**src/rtl/fpu_pkg.sv**
```systemverilog
// Shared definitions for the custom 32-bit float datapath.
// Status encoding, field widths and default exponent bias.
package fpu_pkg;

  localparam int EXP_W    = 6;
  localparam int MANT_W   = 25;
  localparam int BIAS_DEF = 31;

  typedef enum logic [3:0] {
    ST_EXACT     = 4'b0001,
    ST_INEXACT   = 4'b0010,
    ST_OVERFLOW  = 4'b0100,
    ST_UNDERFLOW = 4'b1000
  } status_e;

endpackage

```
**src/rtl/int_to_fpu.sv**
```systemverilog
// Iterative int32 -> custom float converter with start/done handshake.
// Normalises one bit per cycle, rounds to nearest on the guard bit.
module int_to_fpu
  import fpu_pkg::*;
#(
  parameter int BIAS = BIAS_DEF
) (
  input  logic        clock100KHz,
  input  logic        reset,
  input  logic        start,
  input  logic [31:0] int_in,
  output logic [31:0] data_out,
  output logic [3:0]  status_out,
  output logic        busy,
  output logic        done
);

  typedef enum logic [2:0] {
    S_IDLE,
    S_ABS,
    S_NORM,
    S_ROUND,
    S_PACK
  } state_e;

  localparam logic [EXP_W-1:0] EXP_TOP = EXP_W'(BIAS + 31);

  state_e r_state;
  state_e w_next;

  logic [31:0]       r_mag;
  logic              r_sign;
  logic              r_zero;
  logic              r_inexact;
  logic [EXP_W-1:0]  r_exp;
  logic [MANT_W-1:0] r_mant;
  logic [31:0]       r_data;
  logic [3:0]        r_status;
  logic              r_done;

  logic [31:0]     w_abs;
  logic            w_guard;
  logic            w_sticky;
  logic [MANT_W:0] w_inc;

  assign w_abs    = r_mag[31] ? (~r_mag + 32'd1) : r_mag;
  assign w_guard  = r_mag[5];
  assign w_sticky = |r_mag[4:0];
  assign w_inc    = {1'b0, r_mag[30:6]} + {{MANT_W{1'b0}}, 1'b1};

  always_ff @(posedge clock100KHz) begin
    if (!reset) r_state <= S_IDLE;
    else        r_state <= w_next;
  end

  always_comb begin
    w_next = r_state;
    case (r_state)
      S_IDLE:  if (start) w_next = S_ABS;
      S_ABS:   w_next = (r_mag == 32'd0) ? S_PACK : S_NORM;
      S_NORM:  if (r_mag[31]) w_next = S_ROUND;
      S_ROUND: w_next = S_PACK;
      S_PACK:  w_next = S_IDLE;
      default: w_next = S_IDLE;
    endcase
  end

  always_ff @(posedge clock100KHz) begin
    if (!reset) begin
      r_mag     <= '0;
      r_sign    <= 1'b0;
      r_zero    <= 1'b0;
      r_inexact <= 1'b0;
      r_exp     <= '0;
      r_mant    <= '0;
      r_data    <= '0;
      r_status  <= '0;
      r_done    <= 1'b0;
    end else begin
      r_done <= 1'b0;
      case (r_state)
        S_IDLE: begin
          if (start) begin
            r_mag  <= int_in;
            r_sign <= int_in[31];
          end
        end
        S_ABS: begin
          r_mag     <= w_abs;
          r_zero    <= (r_mag == 32'd0);
          r_exp     <= EXP_TOP;
          r_inexact <= 1'b0;
        end
        S_NORM: begin
          if (!r_mag[31]) begin
            r_mag <= r_mag << 1;
            r_exp <= r_exp - EXP_W'(1);
          end
        end
        S_ROUND: begin
          r_inexact <= w_guard | w_sticky;
          // Carry out of the mantissa wraps it to zero and bumps the exponent
          if (w_guard) begin
            r_mant <= w_inc[MANT_W-1:0];
            if (w_inc[MANT_W]) r_exp <= r_exp + EXP_W'(1);
          end else begin
            r_mant <= r_mag[30:6];
          end
        end
        S_PACK: begin
          r_data   <= r_zero ? 32'd0 : {r_sign, r_exp, r_mant};
          r_status <= r_inexact ? ST_INEXACT : ST_EXACT;
          r_done   <= 1'b1;
        end
        default: ;
      endcase
    end
  end

  assign data_out   = r_data;
  assign status_out = r_status;
  assign busy       = (r_state != S_IDLE);
  assign done       = r_done;

endmodule

```
**config.mk**
```make
export PLATFORM = sky130hd
export DESIGN_NAME = int_to_fpu
export DESIGN_NICKNAME = d
export VERILOG_FILES = /design/src/rtl/fpu_pkg.sv /design/src/rtl/int_to_fpu.sv
export SDC_FILE = /design/constraint.sdc
export NUM_CORES = 1
export LEC_CHECK = 0
export ABC_AREA = 1
export CORE_AREA = 2 2 138 100
export CTS_BUF_LIST = sky130_fd_sc_hd__clkbuf_4
export DETAILED_ROUTE_END_ITERATION = 6
export DIE_AREA = 0 0 140 102
export MAX_ROUTING_LAYER = met4
export PLACE_DENSITY = 0.66
export SLEW_MARGIN = 10
export SYNTH_ARGS = -nofsm -noshare
export SYNTH_HDL_FRONTEND = slang
export SYNTH_SLANG_ARGS = --single-unit
```
**constraint.sdc**
```tcl
create_clock -name clock100KHz -period 4.04 [get_ports clock100KHz]
set_input_delay 0.606 -clock clock100KHz [delete_from_list [all_inputs] [get_ports clock100KHz]]
set_output_delay 0.606 -clock clock100KHz [all_outputs]
set_load 0.1 [all_outputs]
```
==> metrics, run 1 <==
Worst-path clk slew 0.17 ns; Worst Hold Endpoint data_out[10]$_SDFFE_PN0P_; Reg2Reg Depth 9; global-route wire length before repair 28.2 mm; ranking of synthesized cells by area dfxtp_1 (34%), nand2_1 (14%), a21oi_1 (7.9%); Sequential Power Share 38.3%; min Tclk post-route 2.87 ns; drt first pass iters 7; Worst Hold Class register to register; ys flop type dfxtp_1; I/O pin total 73; min-delay src data_out[10]$_SDFFE_PN0P_; DP Cell Count 1142; most frequent cells in the layout nand2_1 (233), nor2_1 (117), dfxtp_1 (104); initial antenna violation count 0; worst-margin pin slew 0.977 ns; syn_area_per_cell 6.42 um2; Total Neg Setup Slack 0 ns; post-synthesis cell area 0.00612 mm2; layout cells sized above 1 5.54%; CTS tree yes; Sink Count 104; Critical Path AT 2.26 ns; GR Overflow Total 0; Detail Placement HPWL 12.5 mm; diodes inserted 0; post-synth top area cell dfxtp_1; DIE AREA 0.0143 mm2; via/cell ratio 5.37; share of total power in the clock network 15.5%; H-tree Lvls 3; Rows 35; run status finished with violations; Routed Antenna Nets 0; drt initial violations 494; Root Buffer clkbuf_4; pwr dens 524 mW/mm2; GR Util All Layers 25.2%; Rel. slew slack 34.7%; Fillers 1354; hold slack 0.475 ns; vias in the first global route 5650; clock skew 0.0208 ns; post_cts resized 0; Die H 102 um; Starting Density 47.4%; #FFs+latches synth 104; Port Buffers 70; Routed WL 16.9 mm; max_cap viols 0; core area 0.0129 mm2; Non-Filler Instances 1158; Startpoint Class register; Crit Path Max Fanout 5; Final #Nets 1032; fin util 53.9%; failing checks design-rule violations; Worst EP required 3.43 ns; Final Hold Violating Endpoints 0; Hold-fix buffers, CTS 0; unrepaired setup endpoints after global routing false; fin crit share 71.1%; post-CTS setup buffer count 0; area share of the largest cell type after synthesis 34.0%; Syn. warnings 0; die width 140 um; switch share 48.4%; Fmax 348 MHz; Max Slew Vio Count 0; Residual DRC 2; reg2reg end r_state[1]$_SDFFE_PN0P_; area grow syn2layout 13.8%; commonest non-fill, non-tap cell in the layout nand2_1; WHS Path Cells 2; pin count of the biggest net entering global routing 50; Pleak 0.00273 uW; switching pwr 1770 uW; worst skew pair latency 0.47 ns; post-synth cell types 42; CP Capture Type primary output; Crit Reg-Reg Startpoint r_mag[6]$_SDFFE_PN0P_; post-synthesis sequential area ratio 34.0%; CTS Buffer Depth 2; Max VDD drop 0.386 mV; Combinational Power Share 46.2%; worst setup path class register to primary output; Int Pwr 1880 uW; final setup fails 0; placer congestion estimate 0.957; r2r setup slk 1.67 ns; Via Count 6222; FFs w/ async S/R, synth 0%; final std cell area, no fill 0.00697 mm2; EDFF count, synth 0; cells after synthesis 954; placed cell areas 0.00682 mm2; WL/cell 14.6 um; Inserted Clock Buffers 9
## cells in the mapped netlist (2+ instances only)
library cell	instances
o221ai_1	2
inv_2	9
nor3_2	2
or2_2	2
nor2_1	117
nand2_1	233
nor2_2	3
clkbuf_1	24
o21ai_1	5
ha_1	9
o21ai_0	60
xnor2_1	3
nand3_1	82
o211ai_1	7
dfxtp_1	104
a31oi_1	7
inv_1	79
clkbuf_2	4
nor3_1	12
nor3_4	2
nand4_1	13
buf_2	21
clkinv_1	3
o31ai_1	6
o21ai_2	2
nor2_4	5
xor2_1	17
buf_4	6
a21oi_1	97
a22oi_1	2
nand2_2	5
## layout make-up
type / count / area [um2] / area share [%]
Sequential cell: 104 / 2080 / 29.9
Multi-Input combinational cell: 704 / 3430 / 49.3
Clock inverter: 7 / 78.8 / 1.13
Tap cell: 166 / 208 / 2.98
Inverter: 91 / 342 / 4.90
Clock buffer: 9 / 67.6 / 0.970
Timing Repair Buffer: 77 / 753 / 10.8
## sequential cells by signal, summed over array words and instances, names as in the netlist
signal      flops
r_mag          32
r_state         3
status_out      2
r_inexact       1
done            1
r_sign          1
r_exp           6
r_zero          1
data_out       32
r_mant         25
## cells by family after synthesis
family | after synthesis | synth area share [%]
buffers and inverters | 147 | 10.0
xor gates and xnor gates | 20 | 2.86
DFF | 104 | 34.0
other | 1 | 0.0613
and+or+nand+nor | 481 | 34.1
adders and majority gates | 10 | 2.17
AOI/OAI and AO/OA | 191 | 16.8
## metal layers
| layer | vias to the layer above | wire (um) | global-route usage [%] |
|---|---|---|---|
| met1 | 2846 | 8200 | 35.3 |
| li1 | 3172 | - | - |
| met2 | 182 | 7440 | 38.3 |
| met3 | 22 | 1050 | 4.64 |
| met4 | 0 | 193 | 5.13 |
| met5 | - | 0 | - |
## stage by stage
stage	power, uW	setup slack, ns
6_report	3650	1.17
5_1_grt	3970	1.09
4_1_cts	3640	1.13
3_5_place_dp	3070	1.59
3_3_place_gp	3060	1.61
2_1_floorplan	2680	1.83
## how the worst max path moves through the flow
stage	start	end	slack, ns	cells past startpoint
final	r_state[1]$_SDFFE_PN0P_	busy	1.17	3
after global routing	r_state[1]$_SDFFE_PN0P_	busy	1.09	3
after CTS	r_state[1]$_SDFFE_PN0P_	busy	1.13	3
after detailed placement	start	r_mag[10]$_SDFFE_PN0P_	1.59	8
after global placement	start	r_mag[10]$_SDFFE_PN0P_	1.61	8
after floorplan	r_state[2]$_SDFFE_PN0P_	r_mag[17]$_SDFFE_PN0P_	1.83	10
## power groups by stage
stage          Sequential (uW)  Combinational [uW]  Clock, uW
6_report                  1400                1690        565
5_1_grt                   1420                1930        623
4_1_cts                   1390                1660        584
3_5_place_dp              1410                1650          0
3_3_place_gp              1410                1650          0
2_1_floorplan             1290                1380          0
## critical path, cell delays in order (launching register included)
cell and delay, ns:
dfxtp_1 0.51, inv_1 0.07, nand2_1 0.08, clkdlybuf4s50_1 1.13
Power figures use the tool's default switching activity.
==> run 2, diff against run 1 <==
- clock period: 4.04 -> 2.9 ns (I/O delays scaled with it)
==> run 2 against run 1 <==
Compared with the run above:
- the flow still finishes with violations (design-rule violations)
- non-clock buffer count grew 9
- worst setup slack lost 0.42 ns
- core utilization shrank 0.14 points
- via count grew 1.1%
- sequential share of layout area grew 0.075 points
- combinational power grew 49%
- wire length grew 3.2%
- clock power grew 37%
- total power grew 42%
- design area shrank 0.25%
- sequential power grew 36%
- critical endpoint is now r_exp[1]$_SDFFE_PN0P_
- largest cell class unchanged
==> metrics, run 2 (synthesized netlist as in run 1, its figures left out) <==
worst skew pair latency 0.48 ns (was 0.47 ns); die width 140 um (unchanged); clock skew 0.0178 ns (was 0.0208 ns); min Tclk post-route 2.15 ns; Worst EP required 3.33 ns (was 3.43 ns); Fillers 1345 (was 1354); Rows 35 (unchanged); Die H 102 um (unchanged); Root Buffer clkbuf_4 (unchanged); failing checks design-rule violations (unchanged); post_cts resized 0 (unchanged); Starting Density 47.4% (unchanged); FF+latch area 0.00208 mm2 (unchanged); CP Capture Type register (was primary output); Critical Path AT 2.58 ns (was 2.26 ns); Crit Path Max Fanout 11 (was 5); CTS tree yes (unchanged); Fmax 466 MHz; worst setup path class register to register (was register to primary output); Detail Placement HPWL 12.8 mm (was 12.5 mm); unrepaired setup endpoints after global routing false (unchanged); GR Overflow Total 0 (unchanged); Max VDD drop 0.511 mV (was 0.386 mV); Inserted Clock Buffers 9 (unchanged); Via Count 6288 (was 6222); Port Buffers 70 (unchanged); core area 0.0129 mm2 (unchanged); area grow syn2layout 13.5% (was 13.8%); max_cap viols 0 (unchanged); Total Neg Setup Slack 0 ns (unchanged); Hold-fix buffers, CTS 0 (unchanged); Sink Count 104 (unchanged); initial antenna violation count 0 (unchanged); via/cell ratio 5.39 (was 5.37); commonest non-fill, non-tap cell in the layout nand2_1 (unchanged); H-tree Lvls 3 (unchanged); placer congestion estimate 0.998 (was 0.957); GR Util All Layers 25.8% (was 25.2%); vias in the first global route 5793 (was 5650); WL/cell 14.9 um (was 14.6 um); Placement Setup Slack 0.834 ns (was 1.59 ns); Startpoint Class register (unchanged); pin count of the biggest net entering global routing 50 (unchanged); placed cell areas 0.00681 mm2 (was 0.00682 mm2); drt first pass iters 7 (unchanged); final std cell area, no fill 0.00695 mm2 (was 0.00697 mm2); Final Hold Violating Endpoints 0 (unchanged); Final #Nets 1041 (was 1032); CTS Buffer Depth 2 (unchanged); Worst Hold Class register to register (unchanged); Worst-path clk slew 0.17 ns (about the same); Max Slew Vio Count 0 (unchanged); run status finished with violations (unchanged); multi-input logic area 0.00343 mm2 (unchanged); most frequent cells in the layout nand2_1 (233), nor2_1 (117), dfxtp_1 (104) (unchanged); Residual DRC 8 (was 2); fin crit share 74.0%; drt initial violations 566 (was 494); Pleak 0.00285 uW (was 0.00273 uW); Routed WL 17.4 mm (was 16.9 mm); worst setup margin 0.753 ns (was 1.17 ns); pwr dens 748 mW/mm2 (was 524 mW/mm2); post-CTS setup buffer count 0 (unchanged); global-route wire length before repair 28.8 mm (was 28.2 mm); Routed Antenna Nets 0 (unchanged); worst-margin pin slew 0.685 ns (was 0.977 ns); Rel. slew slack 54.0% (was 34.7%); hold slack 0.475 ns (about the same); I/O pin total 73 (unchanged); final setup fails 0 (unchanged); layout cells sized above 1 9.90% (was 5.54%); DIE AREA 0.0143 mm2 (unchanged)
==> run 2: path summary, 6_finish.rpt <==
path | startpoint | endpoint | slack (ns) | cells after the start
max | r_mag[23]$_SDFFE_PN0P_ | r_exp[1]$_SDFFE_PN0P_ | 0.75 | 10
min reg2reg | data_out[17]$_SDFFE_PN0P_ | data_out[17]$_SDFFE_PN0P_ | 0.48 | 2
min | data_out[17]$_SDFFE_PN0P_ | data_out[17]$_SDFFE_PN0P_ | 0.48 | 2
max reg2reg | r_mag[23]$_SDFFE_PN0P_ | r_exp[1]$_SDFFE_PN0P_ | 0.75 | 10
==> run 2: where the power goes <==
group | total [uW] | switching (uW) | internal, uW
clock | 773 | 509 | 264
sequential | 1910 | 283 | 1620
combinational | 2520 | 1730 | 791
total | 5200 | 2520 | 2680
==> run 2: critical path, stage by stage (launching register included) <==
cell	delay, ns
dfxtp_1	0.54
inv_1	0.13
nor3_1	0.36
nand2_1	0.11
nor2_1	0.21
nand2_1	0.08
nand2_1	0.08
nand3_1	0.30
nand2_1	0.15
nand2_1	0.06
nor2_1	0.09
==> run 2: through the flow <==
step | cells | util (%) | total power (uW)
final | 1167 | 53.8 | 5200
after global routing | 1166 | 53.8 | 5630
after CTS | 1166 | 53.8 | 5170
after detailed placement | 1151 | 52.7 | 4390
after global placement | 1151 | 52.7 | 4390
after floorplan | 955 | - | 3730
==> run 2: final cells by class <==
cell class,instances,share of cell area (%)
diodes,1,0.0360
clock buffers,9,0.972
clock inverters,6,0.990
inverters,91,4.92
multi-input cells,704,49.4
flip-flops and latches,104,30.0
well taps,166,2.99
repair buffers,86,10.7
==> run 2: layer usage <==
layer	routed length, um	GRT usage, %
met4	208	5.83
met5	0	-
met2	7530	39.5
met3	1120	4.17
met1	8570	36.2
==> run 3, diff against run 2 <==
- clock period: 2.9 -> 2 ns (I/O delays scaled with it)
==> run 3 against run 2 <==
Compared with the run above:
- the run still ends with design-rule violations left
- register-to-register slack worse by 0.64 ns
- non-clock buffer count grew 34
- sequential power increased by 41%
- hold slack got worse by 0.082 ns
- clock skew grew 0.0026 ns
- die area unchanged
- worst setup slack worse by 0.64 ns
- critical path depth did not move
- global-route usage grew 0.18 points
- maximum frequency is 14% higher
- combinational power increased by 62%
- core utilization grew 2.6 points
- highest routed layer unchanged
==> metrics, run 3 (synthesized netlist as in run 1, its figures left out) <==
most frequent cells in the layout nand2_1 (232), nor2_1 (117), dfxtp_1 (102) (was nand2_1 (233), nor2_1 (117), dfxtp_1 (104)); cell repeated most along the worst path nand2_1 (unchanged); Rows 35 (unchanged); Hold-fix buffers, CTS 0 (unchanged); Crit path largest cell delay 0.37 ns (was 0.54 ns); core area 0.0129 mm2 (unchanged); Max Slew Vio Count 0 (unchanged); Routed Antenna Nets 0 (unchanged); pin count of the biggest net entering global routing 48 (was 50); Max VDD drop 0.605 mV (was 0.511 mV); vias in the first global route 5894 (was 5793); Worst EP required 2.41 ns (was 3.33 ns); fin crit share 94.4% (was 74.0%); Root Buffer clkbuf_4 (unchanged); worst skew pair latency 0.48 ns (about the same); DIE AREA 0.0143 mm2 (unchanged); Startpoint Class register (unchanged); run status finished with violations (unchanged); drt initial violations 469 (was 566); Pleak 0.00304 uW (was 0.00285 uW); gr busiest metal met2 (unchanged); CTS tree yes (unchanged); global-route wire length before repair 29.1 mm (was 28.8 mm); GR Util All Layers 26.0% (was 25.8%); CTS Buffer Depth 2 (unchanged); drt first pass iters 7 (unchanged); Final #Nets 1075 (was 1041); layout cells sized above 1 13.2% (was 9.90%); Port Buffers 70 (unchanged); CP Capture Type register (unchanged); via/cell ratio 5.30 (was 5.39); clock skew 0.0204 ns (was 0.0178 ns); Starting Density 47.4% (unchanged); Final Hold Violating Endpoints 0 (unchanged); met1 Usage GRT 36.1% (was 36.2%); Sink Count 104 (unchanged); Power, Total 8030 uW (was 5200 uW); max_cap viols 0 (unchanged); Detail Placement HPWL 13.1 mm (was 12.8 mm); WL/cell 14.6 um (was 14.9 um); GR Overflow Total 0 (unchanged); worst path cell trace inv_1 -> ha_1 -> nand2_1 -> nor2_1 -> buf_4 -> nand2_1 -> nor3_1 -> buf_4 -> nand2_1 -> a21oi_1 (was inv_1 -> nor3_1 -> nand2_1 -> nor2_1 -> nand2_1 -> nand2_1 -> nand3_1 -> nand2_1 -> nand2_1 -> nor2_1); min Tclk post-route 1.89 ns (was 2.15 ns); Residual DRC 3 (was 8); Crit path max-delay family simple AND/OR/NAND/NOR gates (unchanged); Worst-path clk slew 0.16 ns (was 0.17 ns); M2 GR Usage 41.0% (was 39.5%); Worst Hold Class input pin to register (was register to register); worst setup path class register to register (unchanged); unrepaired setup endpoints after global routing true (was false); Worst path slowest cell dfxtp_1 (unchanged); failing checks design-rule violations (unchanged); Crit Path Max Fanout 8 (was 11); Routed WL 17.6 mm (was 17.4 mm); Inserted Clock Buffers 9 (unchanged); Critical Path AT 2.30 ns (was 2.58 ns); area grow syn2layout 19.0% (was 13.5%); M3 GR Usage 3.94% (was 4.17%); H-tree Lvls 3 (unchanged); Fillers 1324 (was 1345); Via Count 6363 (was 6288); fin util 56.4% (was 53.8%); Die H 102 um (unchanged); Fmax 530 MHz (was 466 MHz); placer congestion estimate 0.969 (was 0.998); diodes inserted 0 (was 1); die width 140 um (unchanged); I/O pin total 73 (unchanged); worst path bufs/invs 3 (was 1); final setup fails 0 (unchanged); hold slack 0.393 ns (was 0.475 ns); initial antenna violation count 0 (unchanged); pwr dens 1100 mW/mm2 (was 748 mW/mm2); commonest non-fill, non-tap cell in the layout nand2_1 (unchanged)
## run 3: cell count changes in the layout (fill, tap and decap cells not counted), sizes merged
cell      before  now
buf           52   86
bufinv         1    2
clkinvlp       2    1
diode          1    0
## run 3: what timing repair did
action | 4_1_cts | 5_1_grt
buffers inserted | 0 | 0
setup endpoints to repair | 0 | 11
gates resized for setup | 0 | 4
hold endpoints to repair | 0 | 0
## run 3: path summary, 6_finish.rpt
| check | start | end | slack [ns] | cells past startpoint |
|---|---|---|---|---|
| hold / removal | int_in[0] | r_mag[0]$_SDFFE_PN0P_ | 0.39 | 3 |
| setup / recovery | r_mag[6]$_SDFFE_PN0P_ | r_state[2]$_SDFFE_PN0P_ | 0.11 | 10 |
| setup reg to reg | r_mag[6]$_SDFFE_PN0P_ | r_state[2]$_SDFFE_PN0P_ | 0.11 | 10 |
| hold reg to reg | data_out[16]$_SDFFE_PN0P_ | data_out[16]$_SDFFE_PN0P_ | 0.48 | 2 |
## run 3: per-layer routing
layer,vias to the layer above,share of wire (%)
li1,3259,-
met1,2894,49
met2,193,44
met3,17,6.0
met4,0,0.90
met5,-,0
## run 3: final cells by class
type / instances / area, um2 / share of cell area, %
clock buffer: 9 / 67.6 / 0.928
clock inverter: 6 / 91.3 / 1.25
inverter: 91 / 342 / 4.69
multi-input combinational: 704 / 3440 / 47.3
sequential: 104 / 2080 / 28.6
tap: 166 / 208 / 2.85
timing repair buffer: 120 / 1050 / 14.4
## run 3: worst min-delay path: stages
cell and delay [ns]:
clkdlybuf4s50_1 0.40, nand3_1 0.08, a21oi_1 0.06
## run 3: metrics by stage
step,area [um2],cells,TNS (ns),setup slack [ns]
final,7280,1200,0,0.112
after global routing,7280,1200,-0.145,-0.0395
after CTS,7280,1200,0,0.0975
after detailed placement,7120,1185,0,0.120
after global placement,7120,1185,0,0.174
after floorplan,6130,955,0,0.118
## run 3: where the power goes
part           internal, uW  switching (uW)
clock network           510             748
logic                  1440            2640
registers              2360             334
==> patch 1: new RTL, settings of run 3 <==
Change the package constant `EXP_W` from 6 to 3.
--- a/src/rtl/fpu_pkg.sv
+++ b/src/rtl/fpu_pkg.sv
@@ -2,7 +2,7 @@
 // Status encoding, field widths and default exponent bias.
 package fpu_pkg;
 
-  localparam int EXP_W    = 6;
+  localparam int EXP_W    = 3;
   localparam int MANT_W   = 25;
   localparam int BIAS_DEF = 31;
 
Behaviour: not the same (a bounded check fails within 10 cycles, from zero or initial values and one cycle with reset low).
==> patch 1 against run 3 <==
- the flow still finishes with violations (DRC)
- wire length decreased by 0.32%
- via count is 4.5% lower
- utilization down 3.4 points
- clock skew down 0.00055 ns
- non-clock buffer count decreased by 8
- synthesized area decreased by 5.7%
- design area is 6.0% lower
- sequential cell count is 6 lower
- setup slack improved by 0.064 ns
- worst hold slack better by 0.0061 ns
- power increased by 19%
- first-iteration DRC count increased by 15%
- highest routed layer unchanged
==> patch 1: results (changes against run 3) <==
metric,value,unit,change
violations in the final reports,DRC,,unchanged
leak pwr,2.889,nW,was 3.045 nW
M2 GR Usage,37.55,%,was 41.04%
Synth Area in Compound Gates,17.11,%,was 16.76%
"Seq/Total Area, Yosys",34.00,%,was 34.01%
CP peak stage delay,0.42,ns,was 0.37 ns
mux share of post-synthesis cell area,0,%,unchanged
DR pass1 iterations,7,,unchanged
clk slew on worst S/H paths,0.17,ns,
clock root cell,clkbuf_4,,unchanged
ANT cells,0,,unchanged
Logic inverters,92,,was 91
clock sinks,98,,was 104
M3 GR Usage,5.951,%,was 3.936%
Top reg by flops,r_mag,,
DRC Markers,7,,was 3
H-tree depth,3,,unchanged
post-detailed-routing wire length,17490,µm,"was 17,550 µm"
fraction of layout cells with a size suffix above 1,13.87,%,was 13.15%
slowest CP cell,dfxtp_1,,unchanged
drt via density,5.264,,was 5.303
status,"complete, but fails checks",,unchanged
met1 Usage GRT,37.27,%,was 36.06%
Non-clock buffers,112,,was 120
clock-cell share of area,1.827,%,was 2.182%
number of global-route vias before repair,5450,,"was 5,894"
Largest register FFs,32,,
CLK BUF,9,,unchanged
arrival time at the worst endpoint,2.25,ns,was 2.30 ns
multi-input logic cell count,670,,was 704
Post-Synth XOR/XNOR Area,2.580,%,was 2.862%
NonClk Buf Share,14.25,%,was 14.40%
crit-path leading delay family,simple AND/OR/NAND/NOR gates,,unchanged
initial antenna violation count,0,,unchanged
clock skew,0.01983,ns,was 0.02037 ns
1st-iter DRT viols,539,,was 469
CP max FO,6,,was 8
Commonest cells post-synth,"nand2_1, nor2_1, dfxtp_1, a21oi_1, inv_1",,"was nand2_1, nor2_1, dfxtp_1, a21oi_1, nand3_1"
Syn. warnings,0,,unchanged
dpl hpwl,13030,µm,"was 13,060 µm"
first-pass GRT wire length,28850,µm,"was 29,090 µm"
"top cells by area, synth","dfxtp_1, nand2_1, a21oi_1, nor2_1, nand3_1",,unchanged
synth unique cells,40,,was 42
Seq/total area,28.79,%,was 28.62%
maximum vdd drop,0.0005663,V,was 0.0006053 V
fillers,1366,,"was 1,324"
worst-skew pair later-pin latency,0.47,ns,
multi-input logic area,3221,µm²,was 3442 µm²
pin count of the biggest net entering global routing,38,,was 48
routability congestion estimate,0.9942,,was 0.9692
Buffers on Ports,67,,was 70
Post-Synth Adder-Cell Area,1.431,%,was 2.167%
# nets final,1024,,"was 1,075"
GRT Total Usage,26.18,%,was 26.03%
patch 1: cell types whose count changed in the layout (fill, tap and decap cells not counted), moves of 3 or more:
cell / before / now
buf_4: 81 / 74
conb_1: 2 / 5
dfxtp_1: 102 / 92
dfxtp_2: 2 / 5
ha_1: 9 / 5
nand2_1: 232 / 227
nand3_1: 82 / 78
nand4_1: 13 / 8
nor2_1: 117 / 106
nor2_2: 2 / 5
o31ai_1: 6 / 3
patch 1: metrics by stage:
step	setup WS (ns)	total power, W	hold slack [ns]	std cells	area, µm²
final	0.1758	0.009570	0.3992	1154	6849
after global routing	0.0009750	0.01039	0.3931	1154	6849
after CTS	0.09969	0.009399	0.3812	1153	6805
after detailed placement	0.1211	0.008329	0.4559	1137	6680
after global placement	0.1528	0.008317	0.4553	1137	6680
after floorplan	0.1776	0.006559	0.4283	917	5788
patch 1: final timing paths:
kind / from / to / slack [ns] / depth (start not counted)
setup reg to reg: r_mag[12] / r_mag[23] / 0.18 / 10
hold / removal: int_in[0] / r_mag[0] / 0.40 / 3
setup / recovery: r_mag[12] / r_mag[23] / 0.18 / 10
hold reg to reg: status_out[1] / status_out[1] / 0.48 / 2
patch 1: metal layers:
| metal | wire length [µm] | up-vias | part of all wire [%] |
|---|---|---|---|
| li1 | - | 3096 | - |
| met1 | 8620 | 2740 | 49 |
| met2 | 7193 | 219 | 41 |
| met3 | 1481 | 20 | 8.5 |
| met4 | 197 | 0 | 1.1 |
| met5 | 0 | - | 0 |
patch 1: where the power goes:
group	switching (W)	internal, W	leakage, nW
registers	0.000502	0.00236	0.800
clock network	0.000772	0.000277	0.0669
logic	0.00374	0.00191	2.02
total	0.00502	0.00455	2.89
patch 1: timing repair:
action | CTS | global route
buffers inserted | 0 | 1
setup endpoints to repair | 0 | 28
resized for setup | 0 | 16
==> patch 2: new RTL, config.mk and constraints of run 3 <==
Made on the original files. Encoding of `state_e`: now one-hot (5 bits for 5 states).
--- a/src/rtl/int_to_fpu.sv
+++ b/src/rtl/int_to_fpu.sv
@@ -15,12 +15,12 @@
   output logic        done
 );
 
-  typedef enum logic [2:0] {
-    S_IDLE,
-    S_ABS,
-    S_NORM,
-    S_ROUND,
-    S_PACK
+  typedef enum logic [4:0] {
+    S_IDLE  = 5'b00001,
+    S_ABS   = 5'b00010,
+    S_NORM  = 5'b00100,
+    S_ROUND = 5'b01000,
+    S_PACK  = 5'b10000
   } state_e;
 
   localparam logic [EXP_W-1:0] EXP_TOP = EXP_W'(BIAS + 31);
Check against the original RTL: same outputs for any inputs over 4 cycles, from zero or initial values and one cycle with reset low; so few cycles prove little.
==> patch 2 against run 3 <==
- the flow still finishes with violations (DRC)
- sequential cell count is 2 higher
- design area grew 3.6%
- critical path depth unchanged
- global-route usage up 2.1 points
- synthesized area up 3.2%
- cell count rose by 2.1%
- setup slack better by 0.036 ns
- wire length rose by 7.1%
- non-clock buffer count rose by 7
- via count up 2.9%
- utilization grew 2.1 points
- critical endpoint is now r_exp[3]
- highest routed layer unchanged
Power is not compared: it rests on default switching activity, and its combinational part moved more than twofold at a synthesized area within 25%.
==> patch 2: results (changes against run 3) <==
metric,value,unit,change
status,"complete, but fails checks",,unchanged
violations in the final reports,DRC,,unchanged
clock skew,0.01853,ns,was 0.02037 ns
1st-iter DRT viols,595,,was 469
"top cells by area, synth","dfxtp_1, nand2_1, nand3_1, a21oi_1, nor2_1",,"was dfxtp_1, nand2_1, a21oi_1, nor2_1, nand3_1"
Num CTS Buffers,9,,unchanged
routability congestion estimate,1.000,,was 0.9692
fin area,7548,µm²,was 7283 µm²
DRC Markers,4,,was 3
Hold Slack,0.3695,ns,was 0.3931 ns
clock root cell,clkbuf_4,,unchanged
crit-path leading delay family,simple AND/OR/NAND/NOR gates,,unchanged
"Seq/Total Area, Yosys",33.59,%,was 34.01%
ANT cells,0,,unchanged
Gate Count Post-Synth,971,,was 954
fraction of layout cells with a size suffix above 1,16.43,%,was 13.15%
Setup WS pre-CTS,0.06817,ns,was 0.1204 ns
fmax,0.5399,GHz,was 0.5296 GHz
drt via density,5.344,,was 5.303
Commonest cells post-synth,"nand2_1, nor2_1, dfxtp_1, nand3_1, a21oi_1",,"was nand2_1, nor2_1, dfxtp_1, a21oi_1, nand3_1"
"reg-to-reg slack, setup",0.15,ns,was 0.11 ns
GRT Total Usage,28.08,%,was 26.03%
arrival time at the worst endpoint,2.25,ns,was 2.30 ns
synth unique cells,43,,was 42
slowest CP cell,dfxtp_2,,was dfxtp_1
final cell count without fillers,1225,,"was 1,200"
CP max FO,7,,was 8
CP peak stage delay,0.37,ns,about the same
Post-DP Area,7365,µm²,was 7117 µm²
fillers,1301,,"was 1,324"
first-pass GRT wire length,31040,µm,"was 29,090 µm"
dpl hpwl,14060,µm,"was 13,060 µm"
Clock Tree Buf Depth,2,,unchanged
post-detailed-routing wire length,18800,µm,"was 17,550 µm"
pin count of the biggest net entering global routing,49,,was 48
H-tree depth,3,,unchanged
number of global-route vias before repair,5976,,"was 5,894"
# nets final,1099,,"was 1,075"
patch 2: metal layers:
layer / part of all wire [%] / vias to the layer above / global-route usage, %
met5: 0 / - / -
met4: 1.7 / 0 / 7.537
met2: 42 / 204 / 42.59
li1: - / 3326 / -
met1: 49 / 2992 / 39.15
met3: 6.6 / 25 / 4.545
patch 2: final timing paths:
| kind | start | end | cells past startpoint |
|---|---|---|---|
| hold / removal | int_in[3] | r_mag[3] | 3 |
| hold reg to reg | status_out[1] | status_out[1] | 2 |
| setup reg to reg | r_state[0] | r_exp[3] | 10 |
| setup / recovery | r_state[0] | r_exp[3] | 10 |
patch 2: worst min-delay path, stage by stage:
cell and delay, ns:
clkdlybuf4s50_1 0.39, nand2_1 0.06, a31oi_1 0.07
patch 2: cell families (layout without fill, tap and decap cells):
| family | count (synthesis) | in the layout | share of synthesized area, % |
|---|---|---|---|
| and+or+nand+nor | 496 | 496 | 35.14 |
| AOI/OAI and AO/OA | 189 | 189 | 16.22 |
| buffers and inverters | 149 | 236 | 10.12 |
| DFF | 106 | 106 | 33.59 |
| xor gates and xnor gates | 20 | 20 | 2.773 |
| adders and majority gates | 10 | 10 | 2.099 |
| other | 1 | 2 | 0.05936 |
patch 2: layout make-up:
class	instances	area share, %
Timing Repair Buffer	127	14.80
Clock inverter	6	0.6464
Tap cell	166	2.752
Sequential cell	106	28.19
Inverter	93	4.658
Multi-Input combinational cell	717	47.95
Clock buffer	10	0.9945
patch 2: where the power goes:
group | internal, W | switching, W | total [W] | leakage [nW]
Combinational | 0.000603 | 0.00110 | 0.00170 | 2.17
Sequential | 0.00222 | 0.000129 | 0.00235 | 0.862
Clock | 0.000286 | 0.000763 | 0.00105 | 0.0653
